<file path="src/rtl/load_store_sched_if.sv">
// Requester <-> scheduler bundle: per-requester req/dir/len in, grant/done/status out.
// Requesters hold req (with stable dir/len) until their done pulse; the scheduler drives everything else.
interface load_store_sched_if #(
    parameter int NREQ  = 2,
    parameter int LBITS = 8,
    parameter int CBITS = 17
);
    logic [NREQ-1:0]       req;
    logic [NREQ-1:0]       dir;
    logic [NREQ*LBITS-1:0] len;
    logic [NREQ-1:0]       gnt;
    logic [NREQ-1:0]       done;
    logic                  trunc;
    logic [CBITS-1:0]      vol;
    logic                  full;
    logic                  empty;
    logic                  busy;

    modport master (
        output req, dir, len,
        input  gnt, done, trunc, vol, full, empty, busy
    );

    modport slave (
        input  req, dir, len,
        output gnt, done, trunc, vol, full, empty, busy
    );
endinterface

</file>
<file path="src/rtl/load_store_sched.sv">
// Round-robin fill/drain scheduler owning a 0..N volume counter, one unit per cycle, bursts clipped at full/empty.
// Grant one cycle after req; done pulses L+1 cycles after grant; requesters wait (req held) while another is served.
module load_store_sched #(
    parameter int N     = 100000,
    parameter int CBITS = 17,
    parameter int NREQ  = 2,
    parameter int LBITS = 8
) (
    input  logic              clk,
    input  logic              rst_n,
    load_store_sched_if.slave bus
);
    localparam int IBITS = (NREQ > 1) ? $clog2(NREQ) : 1;

    localparam logic [1:0] IDLE = 2'd0;
    localparam logic [1:0] XFER = 2'd1;
    localparam logic [1:0] DONE = 2'd2;

    localparam logic [CBITS-1:0] VMAX = CBITS'(N);

    logic [1:0]       state;
    logic [IBITS-1:0] last;
    logic [IBITS-1:0] idx;
    logic [IBITS-1:0] pick;
    logic             pick_vld;
    logic [LBITS-1:0] pick_len;
    logic             fill;
    logic [LBITS-1:0] cnt;
    logic [CBITS-1:0] vol;
    logic [NREQ-1:0]  gnt;
    logic [NREQ-1:0]  done;
    logic             trunc;
    logic             at_limit;

    // Scan from farthest to nearest so the nearest requester after `last` wins.
    always_comb begin
        int c;
        c        = 0;
        pick     = last;
        pick_vld = 1'b0;
        for (int k = NREQ; k >= 1; k--) begin
            c = int'(last) + k;
            if (c >= NREQ) begin
                c = c - NREQ;
            end
            if (bus.req[c]) begin
                pick     = IBITS'(c);
                pick_vld = 1'b1;
            end
        end
    end

    assign pick_len = bus.len[int'(pick)*LBITS +: LBITS];
    assign at_limit = fill ? (vol == VMAX) : (vol == '0);

    always_ff @(posedge clk) begin
        if (!rst_n) begin
            state <= IDLE;
            vol   <= '0;
            gnt   <= '0;
            done  <= '0;
            trunc <= 1'b0;
            last  <= IBITS'(NREQ - 1);
            idx   <= '0;
            fill  <= 1'b0;
            cnt   <= '0;
        end else begin
            case (state)
                IDLE: begin
                    done  <= '0;
                    trunc <= 1'b0;
                    if (pick_vld) begin
                        idx   <= pick;
                        fill  <= bus.dir[pick];
                        cnt   <= pick_len;
                        gnt   <= NREQ'(1) << pick;
                        state <= (pick_len != '0) ? XFER : DONE;
                    end
                end
                XFER: begin
                    if (at_limit) begin
                        state <= DONE;
                        trunc <= 1'b1;
                    end else begin
                        vol <= fill ? vol + CBITS'(1) : vol - CBITS'(1);
                        cnt <= cnt - LBITS'(1);
                        // Landing exactly on a boundary with the last unit is a complete burst.
                        if (cnt == LBITS'(1)) begin
                            state <= DONE;
                            trunc <= 1'b0;
                        end
                    end
                end
                DONE: begin
                    gnt   <= '0;
                    done  <= NREQ'(1) << idx;
                    last  <= idx;
                    state <= IDLE;
                end
                default: state <= IDLE;
            endcase
        end
    end

    assign bus.gnt   = gnt;
    assign bus.done  = done;
    assign bus.trunc = trunc;
    assign bus.vol   = vol;
    assign bus.full  = (vol == VMAX);
    assign bus.empty = (vol == '0);
    assign bus.busy  = (state != IDLE);
endmodule

</file>
<file path="src/flat_wrapper.sv">
// flat-port wrapper written by rule: the top's interface ports become plain ports
module load_store_sched_flat 
#(
    parameter int N     = 100000,
    parameter int CBITS = 17,
    parameter int NREQ  = 2,
    parameter int LBITS = 8
)
  (clk, rst_n, bus_req, bus_dir, bus_len, bus_gnt, bus_done, bus_trunc, bus_vol, bus_full, bus_empty, bus_busy);
  load_store_sched_if #(.NREQ(NREQ), .LBITS(LBITS), .CBITS(CBITS)) bus_i ();
  input  logic clk;
  input  logic rst_n;
  input wire logic [$bits(bus_i.req)-1:0] bus_req;
  input wire logic [$bits(bus_i.dir)-1:0] bus_dir;
  input wire logic [$bits(bus_i.len)-1:0] bus_len;
  output wire logic [$bits(bus_i.gnt)-1:0] bus_gnt;
  output wire logic [$bits(bus_i.done)-1:0] bus_done;
  output wire logic [$bits(bus_i.trunc)-1:0] bus_trunc;
  output wire logic [$bits(bus_i.vol)-1:0] bus_vol;
  output wire logic [$bits(bus_i.full)-1:0] bus_full;
  output wire logic [$bits(bus_i.empty)-1:0] bus_empty;
  output wire logic [$bits(bus_i.busy)-1:0] bus_busy;
  assign bus_i.req = bus_req;
  assign bus_i.dir = bus_dir;
  assign bus_i.len = bus_len;
  assign bus_gnt = bus_i.gnt;
  assign bus_done = bus_i.done;
  assign bus_trunc = bus_i.trunc;
  assign bus_vol = bus_i.vol;
  assign bus_full = bus_i.full;
  assign bus_empty = bus_i.empty;
  assign bus_busy = bus_i.busy;
  load_store_sched #(.N(N), .CBITS(CBITS), .NREQ(NREQ), .LBITS(LBITS)) u_core (.clk(clk), .rst_n(rst_n), .bus(bus_i));
endmodule
</file>
<file path="config.mk">
export PLATFORM = sky130hd
export DESIGN_NAME = load_store_sched_flat
export DESIGN_NICKNAME = d
export VERILOG_FILES = /design/src/rtl/load_store_sched_if.sv /design/src/rtl/load_store_sched.sv /design/src/flat_wrapper.sv
export SDC_FILE = /design/constraint.sdc
export NUM_CORES = 1
export LEC_CHECK = 0
export CORE_ASPECT_RATIO = 0.6
export CORE_MARGIN = 2
export CORE_UTILIZATION = 48
export DETAILED_ROUTE_END_ITERATION = 10
export GPL_ROUTABILITY_DRIVEN = 0
export PLACE_DENSITY = 0.79
export SYNTH_ARGS = -nofsm -noshare
export SYNTH_HDL_FRONTEND = slang
export SYNTH_SLANG_ARGS = --single-unit
</file>
<file path="constraint.sdc">
create_clock -name clk -period 2.3 [get_ports clk]
set_input_delay 0.69 -clock clk [delete_from_list [all_inputs] [get_ports clk]]
set_output_delay 0.69 -clock clk [all_outputs]
set_load 0.02 [all_outputs]
</file>
Word level (Yosys, flattened, before mapping). Cells that the tools add are included.

$add $sub $neg: 7. $lt $le $gt $ge: 5. Equality and inequality tests: 7. Shift-type cells: 3. Mux-type cells: 30. Bitwise operators: 1. Reduce and logical (&&, ||, !) cells: 12.

Operators with widths (count): $ge A32 B3 Y1 const B (2); $lt A32 B3 Y1 const B (2); $mux W32 (2); $sub A32 B3 Y32 const B (2); $add A17 B1 Y17 const B (1); $eq A17 B17 Y1 const B (1); $logic_not A17 Y1 (1); $mux W17 (1); $sub A17 B1 Y17 const B (1); $mux W8 (2); $pmux W8 S2 (1); $shiftx A16 B5 Y8 (1); $mux W1 (15); $pmux W2 S2 (3); $mux W2 (5); $reduce_and A2 Y1 (5); $eq A8 B1 Y1 const B (1); $reduce_bool A8 Y1 (1); $sub A8 B1 Y8 const B (1); $reduce_bool A2 Y1 (3); $shl A1 B1 Y2 const A (2); $add A1 B2 Y3 const B (1); $ne A3 B1 Y1 const B (1); $reduce_and A3 Y1 (1); other kinds (9) (9).

Bits in registers: 35. Input bits: 22. Output and inout bits: 25. Word-level logic and storage cells: 74.

Logic depth before layout (Yosys ltp). Gate-level depths: netlist of the first run.

Depth after elaboration: 13. Depth in mapped cells: 9. Depth with buffers taken out: 9.

Worst setup path after synthesis of the first run. Ideal clock, no wire load.

Path type: flip-flop to flip-flop. Start: reg u_core.fill. End: reg u_core.vol[16] (netlist: u_core.bus.vol[16]). Arrival time: 2.215 ns. Required time: 2.169 ns. Path slack: -0.046 ns. Cell stages (with the launch flop): 10. Buffers on the path: 1. Period minus slack after synthesis: 2.346 ns. Cells stage by stage: dfxtp_1 -> inv_1 -> ha_1 -> buf_6 -> a21o_1 -> a211o_1 -> a211oi_1 -> nor3_1 -> o311ai_1 -> o41ai_1.

Longest elaborated chain between the ends: 3. Elaborated cells between the ends (all ways): 4. Classes of those cells: mux (2); bitwise (1); reduce/logical (1).

RTL lines: start: declaration (RTL line load_store_sched.sv:27) `logic fill;`; start signal: assignment (RTL line load_store_sched.sv:74) `fill <= bus.dir[pick];`; $mux W1 (RTL line load_store_sched.sv:54) `assign at_limit = fill ? (vol == VMAX) : (vol == '0);`; $not A1 Y1 (no source line); $reduce_and A2 Y1 (no source line); end signal: assignment (RTL line load_store_sched.sv:85) `vol <= fill ? vol + CBITS'(1) : vol - CBITS'(1);`; end: declaration (RTL line load_store_sched.sv:29) `logic [CBITS-1:0] vol;`.

Several ways; a longest one is shown, not always the timed one. A chain may end at the register's enable or synchronous reset.

Worst setup path after layout of the first run. Same ends and word-level chain as after synthesis.

==> reports/qor.txt, run 1 <==
status -> finished with violations
failing checks -> negative setup slack
post-route insts no fill -> 472
Synth Net Count -> 359
internal power -> 0.00301 W
post-synth top area cell -> dfxtp_1
Leakage -> 1.51 nW
critical path arrival -> 2480 ps
Syn Inst Count -> 319
total of max-cap violations -> 0
WL/cell -> 15.8 um
fraction of layout cells with a size suffix above 1 -> 0.222
crit end category -> flop
gr ovfl total -> 0
Syn. warnings -> 0
Mapped Area -> 2540 sq um
pwr/cell area -> 1590 nW/um^2
minimum hold slack -> 470 ps
pin slew with the least headroom to its limit -> 528 ps
CTS Buf Count -> 5
IO Count -> 47
peak fanout along the critical path -> 4
DRC -> 0
initial antenna violation count -> 0
starting density of the core -> 0.500
first-pass GRT wire length -> 12,100 um
unrepaired setup endpoints after global routing -> yes
combinational power share -> 0.742
total core area -> 5080 sq um
CTS sink cnt -> 35
CTS root buf -> clkbuf_8
ANT cells -> 0
worst endpoint required time -> 2480 ps
antenna viol nets, final -> 0
DR pass1 iterations -> 5
total wire length -> 7470 um
Total GRT Usage -> 0.259
P_sw -> 0.00268 W
total power -> 0.00569 W
layout overhead on the synthesized area -> 41.3%
top cell type's share of synthesized area -> 0.276
Seq/Total Area, Yosys -> 0.276
Final Hold Fails -> 0
Die Ht -> 60.3 um
CTS tree -> yes
launch point of the worst reg-to-reg path -> u_core.fill
Worst Hold Class -> reg2reg
Synth async-reset ratio -> 0
die width -> 97.9 um
Setup crit start kind -> flop
count leader, synth -> nand2_1
fin crit period -> 2310 ps
hold path startpoint -> u_core.bus.done[1]
largest net degree at the start of global routing -> 43
CTS Buffer Depth -> 2
via count -> 2,732
library cells used by synthesis -> 57
placed insts -> 459
reg2reg setup slack -> -6 ps
worst r2r path cells -> 9
Fmax -> 0.434 GHz
CP startpoint -> u_core.fill
clock-pin slew on the worst setup and hold paths -> 80 ps
top post-synthesis cells by count -> nand2_1, dfxtp_1, o21ai_0
setup violators final -> 1
average cell area after synthesis -> 7.96 sq um
I/O Buffers -> 46
Reg power frac -> 0.176
dpl hpwl -> 5410 um
reg-to-reg endpoint -> u_core.bus.vol[16]
vias in the first global route -> 2,499
Final Worst Setup Slack -> -5.68 ps
Main synth FF type -> dfxtp_1
H-Tree Level Count -> 2
Clock Skews -> 9.70 ps
Yosys reg bits -> 35
Synth area leaders -> dfxtp_1, ha_1, nand2_1, o21ai_0, a21oi_1
CP Class -> reg2reg
Sw Ratio -> 0.471
Row Count -> 20
CP Capture Point -> u_core.bus.vol[16]
Place WS -> -337 ps
Worst-Skew Late Latency -> 300 ps
die area -> 5910 sq um
Clk pwr share -> 0.083
EDFF count, synth -> 0
DR iter-0 viols -> 189
Tcrit/Tclk final -> 1.00
fin nets -> 446
Peak supply drop -> 0.000947 V
Max-slew headroom -> 0.645
max-slew violation count -> 0
vias per inst -> 5.79
## critical path, cell delays in order (launching register included)
cell and delay, ps:
dfxtp_2 350, buf_4 140, fa_2 360, nand2b_4 150
a21o_1 220, a21oi_4 260, a211oi_2 120, o21a_1 200
o311ai_1 280, o41ai_1 110
## routing by layer
metal	GRT usage	vias to the layer above	part of all wire
li1	-	1335	-
met2	0.389	101	0.43
met5	0	-	0
met4	0.0714	0	0.0094
met3	0.0565	10	0.071
met1	0.380	1286	0.49
## power groups by stage
stage / clock network [W] / registers, W / logic (W)
2_1_floorplan: 0 / 0.00117 / 0.00227
3_3_place_gp: 0 / 0.000980 / 0.00369
3_5_place_dp: 0 / 0.000988 / 0.00378
4_1_cts: 0.000475 / 0.000976 / 0.00383
5_1_grt: 0.000500 / 0.00103 / 0.00461
6_report: 0.000469 / 0.00100 / 0.00422
## worst min path at each step
stage | endpoint | slack (ps) | depth (start not counted)
after global placement | u_core.cnt[6] | 450 | 2
after detailed placement | u_core.bus.done[1] | 470 | 2
final | u_core.bus.done[1] | 470 | 2
after global routing | u_core.bus.gnt[1] | 510 | 2
after floorplan | u_core.cnt[6] | 440 | 2
after CTS | u_core.bus.done[1] | 480 | 2
## timing repair
action / CTS / global route
setup buffers: 0 / 6
hold buffers: 0 / 0
pin swaps: 0 / 11
endpoints found under the setup margin: 6 / 12
gates resized for setup: 10 / 32
## cells by family after synthesis
kind of cell | count (synthesis) | synth area share
buffers and inverters | 19 | 0.0370
flip-flops | 35 | 0.276
AO/OA/AOI/OAI | 102 | 0.269
AND/OR/NAND/NOR | 124 | 0.248
adder cells (fa/ha/maj) | 18 | 0.0917
multiplexers | 10 | 0.0404
XOR/XNOR | 11 | 0.0379
## cell usage in the layout (no fill, tap or decap), types with 5 or more instances in the layout
cell	Yosys	layout
o21ai_1	5	6
clkbuf_8	0	6
a21o_1	6	6
xor2_1	6	6
nor2_1	22	21
a21boi_0	6	5
nand2b_1	6	5
nor3_1	6	5
a21oi_1	19	19
a21boi_1	11	11
nand2_1	41	40
clkdlybuf4s50_1	0	43
o211ai_1	6	6
dfxtp_1	35	33
and2_1	8	8
xnor2_1	5	5
mux2i_1	8	7
buf_4	1	42
o21ai_0	23	20
ha_1	17	16
nand3_1	16	15
## state kept, by name, indices dropped and copies added, names as in the netlist
| signal | count |
|---|---|
| u_core.fill | 1 |
| u_core.last | 1 |
| u_core.bus.gnt | 2 |
| u_core.bus.vol | 17 |
| u_core.bus.done | 2 |
| u_core.bus.trunc | 1 |
| u_core.state | 2 |
| u_core.cnt | 8 |
| u_core.idx | 1 |
## stage by stage
step	setup TNS (ps)	util	cell area, sq um
2_1_floorplan	0	-	2540
3_5_place_dp	-933	0.657	3340
3_3_place_gp	-581	0.657	3340
4_1_cts	-52.1	0.677	3440
6_report	-5.68	0.706	3590
5_1_grt	-134	0.706	3590
## area by class of cell
| type | instances | area [sq um] |
|---|---|---|
| multi-input combinational | 265 | 1850 |
| fill | 412 | 1490 |
| timing repair buffer | 92 | 831 |
| sequential | 35 | 703 |
| clock buffer | 6 | 82.6 |
| tap | 66 | 82.6 |
| inverter | 7 | 28.8 |
| clock inverter | 1 | 5.00 |
No activity file was read; power rests on OpenSTA's default activity.
==> inputs of run 2 (changes only) <==
==> constraint.sdc (replaced) <==
create_clock -name clk -period 2 [get_ports clk]
set_input_delay 0.6 -clock clk [delete_from_list [all_inputs] [get_ports clk]]
set_output_delay 0.6 -clock clk [all_outputs]
set_load 0.02 [all_outputs]
==> run 2 against run 1 <==
The run still ends with negative setup slack left. Register-to-register slack got worse by 260 ps. Fmax grew 1.8%. Critical path depth unchanged. First-iteration DRC count rose by 87%. Clock-buffer cell count rose by 1. Sequential cell count stayed put. Setup slack got worse by 260 ps. Clock skew rose by 4.4 ps. Via count up 19%. Power grew 49%. Largest cell class unchanged. Highest routed layer unchanged.
==> reports/qor.txt, run 2 (synthesized netlist as in run 1, its figures left out) <==
layout overhead on the synthesized area -> 65.4%
Hold Buf Count CTS -> 0
dpl hpwl -> 5760 um
Worst-Skew Late Latency -> 300 ps
most frequent cells in the layout -> buf_4, nand2_1, dfxtp_1
Final Hold Fails -> 0
total power -> 0.00846 W
Row Count -> 20
reg2reg setup slack -> -270 ps
WL/cell -> 21.2 um
Die Ht -> 60.3 um
vias in the first global route -> 2,813
CP Class -> reg2reg
initial antenna violation count -> 0
CTS Buffer Depth -> 2
H-Tree Level Count -> 2
I/O Buffers -> 46
CTS tree -> yes
setup violators final -> 15
pin slew with the least headroom to its limit -> 387 ps
Total GRT Usage -> 0.295
critical path arrival -> 2440 ps
most flop-heavy register -> u_core.bus.vol
unrepaired setup endpoints after global routing -> yes
Leakage -> 1.94 nW
worst r2r path cells -> 9
hold path depth -> 2
gr ovfl total -> 0
CTS Buf Count -> 5
antenna viol nets, final -> 0
hold path startpoint -> u_core.bus.done[1]
crit end category -> flop
CTS root buf -> clkbuf_8
total core area -> 5080 sq um
fin crit period -> 2270 ps
Final Worst Setup Slack -> -266 ps
Peak supply drop -> 0.00126 V
clock-pin slew on the worst setup and hold paths -> 80 ps
DR pass1 iterations -> 5
Largest register FFs -> 17
worst endpoint required time -> 2170 ps
vias per inst -> 6.40
Post-Route Utilization -> 0.826
ANT cells -> 0
placed insts -> 485
DR iter-0 viols -> 353
DRC -> 0
Setup crit start kind -> flop
failing checks -> negative setup slack
via count -> 3,252
CP max stage delay -> 380 ps
pwr/cell area -> 2010 nW/um^2
post-route insts no fill -> 508
status -> finished with violations
Hold Path Sink -> u_core.bus.done[1]
starting density of the core -> 0.500
Fmax -> 0.441 GHz
Max-slew headroom -> 0.741
largest net degree at the start of global routing -> 43
CTS sink cnt -> 35
commonest non-fill, non-tap cell in the layout -> buf_4
Clock Skews -> 14.1 ps
total wire length -> 10,800 um
fraction of layout cells with a size suffix above 1 -> 0.360
peak fanout along the critical path -> 3
total of max-cap violations -> 0
fin nets -> 481
first-pass GRT wire length -> 13,800 um
Tcrit/Tclk final -> 1.13
critical-path cell list -> buf_4 -> fa_2 -> nand2b_4 -> a21o_1 -> a21oi_4 -> a211oi_2 -> o21a_1 -> o311ai_2 -> o41ai_1
die width -> 97.9 um
launch point of the worst reg-to-reg path -> u_core.fill
IO Count -> 47
die area -> 5910 sq um
placed cell areas -> 3580 sq um
Worst Hold Class -> reg2reg
reg-to-reg endpoint -> u_core.bus.vol[16]
max-slew violation count -> 0
Finished Cell Area -> 4200 sq um
biggest regs -> u_core.bus.vol: 17 flops, u_core.cnt: 8 flops
critical path's slowest cell -> dfxtp_4
==> run 2: worst max-delay path by stage <==
stage	from	end	slack, ps	cells after the start
after global routing	u_core.bus.vol[13]	u_core.bus.vol[16]	-350	8
final	u_core.fill	u_core.bus.vol[16]	-270	9
after CTS	u_core.bus.vol[1]	u_core.bus.vol[16]	-240	10
after floorplan	u_core.bus.vol[0]	u_core.bus.vol[16]	-60	9
after detailed placement	bus_req[1]	u_core.state[1]	-530	7
after global placement	bus_req[1]	u_core.state[1]	-410	7
==> run 2: repair_timing <==
item,in CTS,in global routing
pin swaps,15,25
buffers inserted,5,10
endpoints found under the setup margin,31,32
resized for setup,52,63
endpoints found under the hold margin,0,0
cloned,0,2
==> run 2: final cells by class <==
cell class,count,area (sq um)
multi-input combinational,266,2100
timing repair buffer,126,1170
fill,272,882
sequential,35,717
clock buffer,7,86.3
tap,66,82.6
inverter,7,36.3
clock inverter,1,5.00
==> run 2: stage by stage <==
stage,setup slack [ps],hold WS [ps],setup TNS [ps]
floorplan,-62.7,443,-62.7
global placement,-415,452,-4690
detailed placement,-531,463,-6220
global route,-347,495,-2960
CTS,-239,473,-954
finish,-266,472,-925
==> run 2: routing by layer <==
layer  wire (um)  part of all wire  track usage
met2        4710              0.44        0.493
met5           0                 0            0
met3        1280              0.12       0.0530
met1        4340              0.40        0.405
met4         443             0.041       0.0754
==> run 2: where the power goes <==
| part | switching [W] | leakage [nW] | internal (W) |
|---|---|---|---|
| combinational | 0.00350 | 1.60 | 0.00317 |
| sequential | 0.000247 | 0.291 | 0.000961 |
| clock | 0.000298 | 0.0482 | 0.000279 |
==> run 2: worst max-delay path: cells and delay by family (launching register included) <==
kind / cells / cell delay, ps
AO/OA/AOI/OAI: 6 / 1120
adder cells (fa/ha/maj): 1 / 340
buffers and inverters: 1 / 140
flip-flops: 1 / 380
AND/OR/NAND/NOR: 1 / 160
==> inputs of run 3 (changes only) <==
--- a/config.mk
+++ b/config.mk
@@ -9,7 +9,7 @@
 export CORE_MARGIN = 2
 export CORE_UTILIZATION = 48
 export DETAILED_ROUTE_END_ITERATION = 10
-export GPL_ROUTABILITY_DRIVEN = 0
+export GPL_ROUTABILITY_DRIVEN = 1
 export PLACE_DENSITY = 0.79
 export SYNTH_ARGS = -nofsm -noshare
 export SYNTH_HDL_FRONTEND = slang
==> results of run 3 <==
Final layout, timing and power as in run 2 (identical DEF).
